**src/rtl/ext_arbiter.sv**
```systemverilog
// ext_arbiter: shares one immediate sign/zero-extension unit between two requesters
// (0 = decode, 1 = branch-target precompute) with round-robin grant and valid/ready
// handshakes on both sides. Illegal mode 2'b11 is rejected locally.
// Optional feature: define EXT_ARB_ERRCNT_EN to add the saturating err_count output.
module ext_arbiter #(
  parameter logic        RR_INIT  = 1'b0,
  parameter int unsigned ERRCNT_W = 8
) (
  input  logic        clk,
  input  logic        rst,
  input  logic [1:0]  req_valid,
  output logic [1:0]  req_ready,
  input  logic [15:0] req_instr0,
  input  logic [15:0] req_instr1,
  input  logic [1:0]  req_mode0,
  input  logic [1:0]  req_mode1,
  output logic [15:0] ext_in,
  output logic [1:0]  ext_mode,
  input  logic [15:0] ext_out,
  input  logic        ext_err,
  output logic        rsp_valid,
  input  logic        rsp_ready,
  output logic        rsp_id,
  output logic [15:0] rsp_data,
  output logic        rsp_err
`ifdef EXT_ARB_ERRCNT_EN
  ,
  output logic [ERRCNT_W-1:0] err_count
`endif
);

  typedef enum logic [1:0] {StIdle, StExt, StRsp} state_e;

  localparam logic [1:0] ModeIllegal = 2'b11;

  state_e      state;
  // Requester favoured when both are valid; flips away from each accepted requester.
  logic        rr_fav;
  logic        grant_id;
  logic [15:0] instr_sel;
  logic [1:0]  mode_sel;

  // Arbitration: one-hot ready to the winning valid requester, only while idle.
  always_comb begin
    req_ready = 2'b00;
    grant_id  = rr_fav;
    if (req_valid == 2'b11) begin
      grant_id = rr_fav;
    end else if (req_valid[1]) begin
      grant_id = 1'b1;
    end else begin
      grant_id = 1'b0;
    end
    if ((state == StIdle) && (req_valid != 2'b00)) begin
      req_ready[grant_id] = 1'b1;
    end
    instr_sel = grant_id ? req_instr1 : req_instr0;
    mode_sel  = grant_id ? req_mode1 : req_mode0;
  end

  // Main FSM: latch the granted operand, capture the extender result, hold the response.
  always_ff @(posedge clk or posedge rst) begin
    if (rst) begin
      state     <= StIdle;
      rr_fav    <= RR_INIT;
      ext_in    <= 16'h0000;
      ext_mode  <= 2'b00;
      rsp_valid <= 1'b0;
      rsp_id    <= 1'b0;
      rsp_data  <= 16'h0000;
      rsp_err   <= 1'b0;
    end else begin
      unique case (state)
        StIdle: begin
          if (req_ready != 2'b00) begin
            ext_in   <= instr_sel;
            ext_mode <= mode_sel;
            rsp_id   <= grant_id;
            rr_fav   <= ~grant_id;
            state    <= StExt;
          end
        end
        StExt: begin
          // Illegal mode never reaches the consumer as data; extender output is ignored.
          if (ext_mode == ModeIllegal) begin
            rsp_data <= 16'h0000;
            rsp_err  <= 1'b1;
          end else begin
            rsp_data <= ext_out;
            rsp_err  <= ext_err;
          end
          rsp_valid <= 1'b1;
          state     <= StRsp;
        end
        StRsp: begin
          if (rsp_ready) begin
            rsp_valid <= 1'b0;
            state     <= StIdle;
          end
        end
        default: state <= StIdle;
      endcase
    end
  end

`ifdef EXT_ARB_ERRCNT_EN
  // Saturating count of error responses, counted at the response handshake.
  always_ff @(posedge clk or posedge rst) begin
    if (rst) begin
      err_count <= '0;
    end else if (rsp_valid && rsp_ready && rsp_err && (err_count != '1)) begin
      err_count <= err_count + 1'b1;
    end
  end
`endif

endmodule

```
**config.mk**
```make
export PLATFORM = sky130hd
export DESIGN_NAME = ext_arbiter
export DESIGN_NICKNAME = d
export VERILOG_FILES = /design/src/rtl/ext_arbiter.sv
export SDC_FILE = /design/constraint.sdc
export NUM_CORES = 1
export LEC_CHECK = 0
export ABC_AREA = 1
export CAP_MARGIN = 20
export CORE_MARGIN = 2
export CORE_UTILIZATION = 30
export CTS_CLUSTER_SIZE = 10
export DETAILED_ROUTE_END_ITERATION = 8
export GPL_ROUTABILITY_DRIVEN = 0
export PLACE_DENSITY = 0.74
export SYNTH_ARGS = -nofsm -noshare
export SYNTH_HDL_FRONTEND = slang
export SYNTH_SLANG_ARGS = --single-unit
```
**constraint.sdc**
```tcl
create_clock -name clk -period 1.5 [get_ports clk]
set_input_delay 0.3 -clock clk [delete_from_list [all_inputs] [get_ports clk]]
set_output_delay 0.3 -clock clk [all_outputs]
set_load 0.03 [all_outputs]
```
Word-level counts from Yosys, hierarchy flattened
Cells that the tools add are included.
{"block": "word_totals", "reg_bits": 40, "in_bits": 58}
{"block": "op_classes", "order_cmp": 2, "n_bitwise": 1, "eq_ne": 6, "muxes": 14, "reduce_logical": 9}
{"operator": "$mux 16", "count": 2}
{"operator": "$mux 2", "count": 4}
{"operator": "$eq 2x2->1 const B", "count": 3}
{"operator": "$pmux 2 s3", "count": 1}
{"operator": "$reduce_and 2->1", "count": 3}
{"operator": "$reduce_bool 2->1", "count": 3}
{"operator": "$mux 1", "count": 5}
{"operator": "$eq 2x1->1 const B", "count": 1}
{"operator": "$logic_and 1x1->1", "count": 2}
{"operator": "$logic_not 2->1", "count": 1}
{"operator": "$lt 1x2->1 const B", "count": 1}
{"operator": "$ne 2x1->1 const B", "count": 1}
{"operator": "$ne 2x2->1 const B", "count": 1}
{"operator": "$pmux 1 s2", "count": 1}
{"operator": "$demux 1 s1", "count": 1}
{"operator": "$ge 1x1->1 const B", "count": 1}
{"operator": "$not 1->1", "count": 1}

Longest topological paths before layout
{"block": "depth", "ltp_word": 10, "ltp_mapped": 7}

Worst setup path after synthesis
No wires, ideal clock.
{"block": "synth_path", "path_type": "register to output", "start": "register state[1]", "end": "output req_ready[0]", "arrival_ns": 1.332, "n_path_buf": 2, "required_time_ns": 1.200, "slack_ns": -0.132, "path_stages_with_launch": 6, "cell_sequence": "dfrtp_1 -> buf_6 -> nor2_4 -> o21ai_2 -> buf_6 -> a21oi_1"}
{"block": "synth_between", "elab_chain_cells": 3}
{"item": "start: declaration", "line_no": "36", "rtl": "state_e state;"}
{"item": "start signal: assignment", "line_no": "64", "rtl": "state <= StIdle;"}
{"item": "start signal: assignment", "line_no": "80", "rtl": "state <= StExt;"}
{"item": "start signal: assignment", "line_no": "93", "rtl": "state <= StRsp;"}
{"item": "$logic_not 2->1", "line_no": "54", "rtl": "if ((state == StIdle) && (req_valid != 2'b00)) begin"}
{"item": "$logic_and 1x1->1", "line_no": "54"}
{"item": "$mux 2", "line_no": "54"}
{"item": "end: declaration", "line_no": "12", "rtl": "output logic [1:0] req_ready,"}
Every way passes these cells.

Worst setup path after layout
Same ends and word-level chain as after synthesis.

==> run metrics <==
Area Overhead vs Synth=58.03%; most frequent cells in the layout=clkdlybuf4s50_1, dlygate4sd2_1, nand2_1, dfrtp_1, nand3_1; CTS tree=done; Setup crit start kind=flop; Switching Share=0.4792; clock network fraction of design power=0.115; Design Power=approximately 6.4 mW; Total Wirelength=about 5500 um; Hold Buf Count CTS=0; DP HPWL=4107 um; pwr dens=2036 nW/um2; first-pass GRT wire length=9273 um; Detail Route Antenna Nets=0; Critical Path Slowest Stage Cell=dfrtp_2; cell count after synthesis=203; Inserted Diodes=0; Hold/Removal Path Class=in -> async; VDD IR max=around 0.96 mV; Final Setup Violations=1; largest net degree at the start of global routing=22; Post-CTS Setup Inserts=0; clock tree sinks=40; clk_skew=0.008599 ns; num rows=29; Crit Path Category=reg -> out; Buf+Inv Stages, Crit Path=1; CP peak stage delay=roughly 0.44 ns; vias per cell=4.853; Post-layout nets=368; CP max FO=3; RSZ-0062 raised after global routing=true; DIE AREA=7347 um2; cell taking the most area after synthesis=dfrtp_1; Post-route DRC=0; gr usage total=0.1588; NetSw=3.089 mW; antenna violations before repair=0; post-DR wirelength/cell=14.29 um; Mapped Area=2003 um2; clock latency on the worst-skew pair=between 0.2 and 0.3 ns; layout cell share with drive strength beyond 1=0.1961; period utilization=1.004; Max-slew headroom=0.7665; 1st-pass router iterations=4; Die Height=roughly 86 um; part of the power in combinational logic=0.592; Cell Int Power=3.357 mW; #FFs+latches synth=40; Distinct cells, synth=23; Mean Syn Cell Area=9.868 um2; Setup TNS=-0.005577 ns; CTS clk-pin slew, worst paths=0.08 ns; worst path required time=1.20 ns; vias post-DR=between 1,500 and 2,000; Core ar.=6386 um2; Num CTS Buffers=5; failing checks=setup timing; Synthesized Nets=roughly 260; status=complete, but fails checks; yosys warns=0; worst-path cell chain=nor2_4 -> o21ai_2 -> a21oi_2 -> buf_6; GR Overflow Total=0; htree depth=2; Worst Setup End Kind=output pin; root buffer cell=clkbuf_8; Fillers=626; Pins Over Slew Limit=0; num ports=97; Max Buffers Root-to-Sink=2; commonest non-fill, non-tap cell in the layout=clkdlybuf4s50_1; Top delay family on crit path=flip-flops; fmax=between 600 and 700 MHz; IO Port Bufs=96; Pleak=1.508 nW; ranking of synthesized cells by area=dfrtp_1, nand3_2, nand3_1; final hold viol count=0; CP arrival=1.21 ns; Yosys top cell area share=0.4997; post-layout minimum cycle time=about 1.5 ns; Seq pwr share=0.292; vias in the first global route=2,006; MaxCap Viol Count=0; fin worst setup slack=-0.005577 ns; Iteration-0 DRC Markers=92; Initial Utilization=0.3137; worst slew pin tran=0.3498 ns; chip width=85.72 um; Seq/Total Area, Yosys=0.4997
per-layer routing:
| layer | track usage | wire length [um] |
|---|---|---|
| met3 | 0.04042 | 419 |
| met4 | 0.04906 | 44 |
| met1 | 0.1834 | 2244 |
| met2 | 0.2876 | 2835 |
| met5 | 0 | 0 |
flip-flops by register name, summed over array words and instances (netlist names):
| register | cells |
|---|---|
| ext_in | 16 |
| rsp_data | 16 |
| ext_mode | 2 |
| rsp_err | 1 |
| state | 2 |
| rsp_valid | 1 |
| rr_fav | 1 |
| rsp_id | 1 |
final timing paths:
path                                             to                 start  cells past startpoint  slack (ns)
setup / recovery                       req_ready[0]  state[1]$_DFFE_PP0P_                      4      -0.006
hold / removal              ext_mode[1]$_DFFE_PP0P_                   rst                      2        0.30
setup reg to reg              ext_in[7]$_DFFE_PP0P_    rr_fav$_DFFE_PP0P_                      6        0.23
hold reg to reg                  rsp_id$_DFFE_PP0P_    rsp_id$_DFFE_PP0P_                      2        0.49
max in group asynchronous  rsp_data[11]$_DFFE_PP0P_                   rst                      3        0.81
min in group clk                 rsp_id$_DFFE_PP0P_    rsp_id$_DFFE_PP0P_                      2        0.49
cell type report:
class	instances	area (um2)	share of cell area
Tap cell	77	96.34	0.03043
Multi-Input combinational cell	142	833.3	0.2632
Clock buffer	6	82.58	0.02609
Inverter	5	21.27	0.006719
Sequential cell	40	1003	0.3170
Clock inverter	2	10.01	0.003162
Timing Repair Buffer	116	1119	0.3534
per-stage QoR:
stage	utilization	area, um2	hold slack [ns]	setup slack [ns]	cells
2_1_floorplan	-	2007	0.4377	0.05736	203
3_3_place_gp	0.4855	3100	0.4789	-0.1152	380
3_5_place_dp	0.4855	3100	0.4809	-0.1170	380
4_1_cts	0.4955	3164	0.3015	-0.04927	388
5_1_grt	0.4957	3166	0.3226	-0.09051	388
6_report	0.4957	3166	0.2991	-0.005577	388
logic make-up after synthesis:
| kind of cell | Yosys count | share of synthesized area |
|---|---|---|
| buffers and inverters | 21 | 0.08994 |
| flip-flops | 40 | 0.4997 |
| AO/OA/AOI/OAI | 23 | 0.05934 |
| AND/OR/NAND/NOR | 119 | 0.3510 |
power groups by stage:
| stage | registers (mW) | logic, mW | clock network, mW |
|---|---|---|---|
| 6_report | 1.88 | 3.82 | 0.744 |
| 3_3_place_gp | 1.91 | 4.10 | 0 |
| 2_1_floorplan | 2.84 | 1.70 | 0 |
| 4_1_cts | 1.89 | 3.87 | 0.775 |
| 3_5_place_dp | 1.91 | 4.17 | 0 |
| 5_1_grt | 1.97 | 4.13 | 0.820 |
cells in the mapped netlist, drive strengths merged:
cell type,instances
o21ai,19
nor2,9
a21oi,4
nand2,39
clkbuf,3
dfrtp,40
buf,13
nand3,53
nand4,18
inv,5
what timing repair did:
item	4_1_cts	5_1_grt
setup endpoints to repair	39	2
gates resized for setup	45	1
cloned	0	0
No activity file was read; power rests on OpenSTA's default activity.
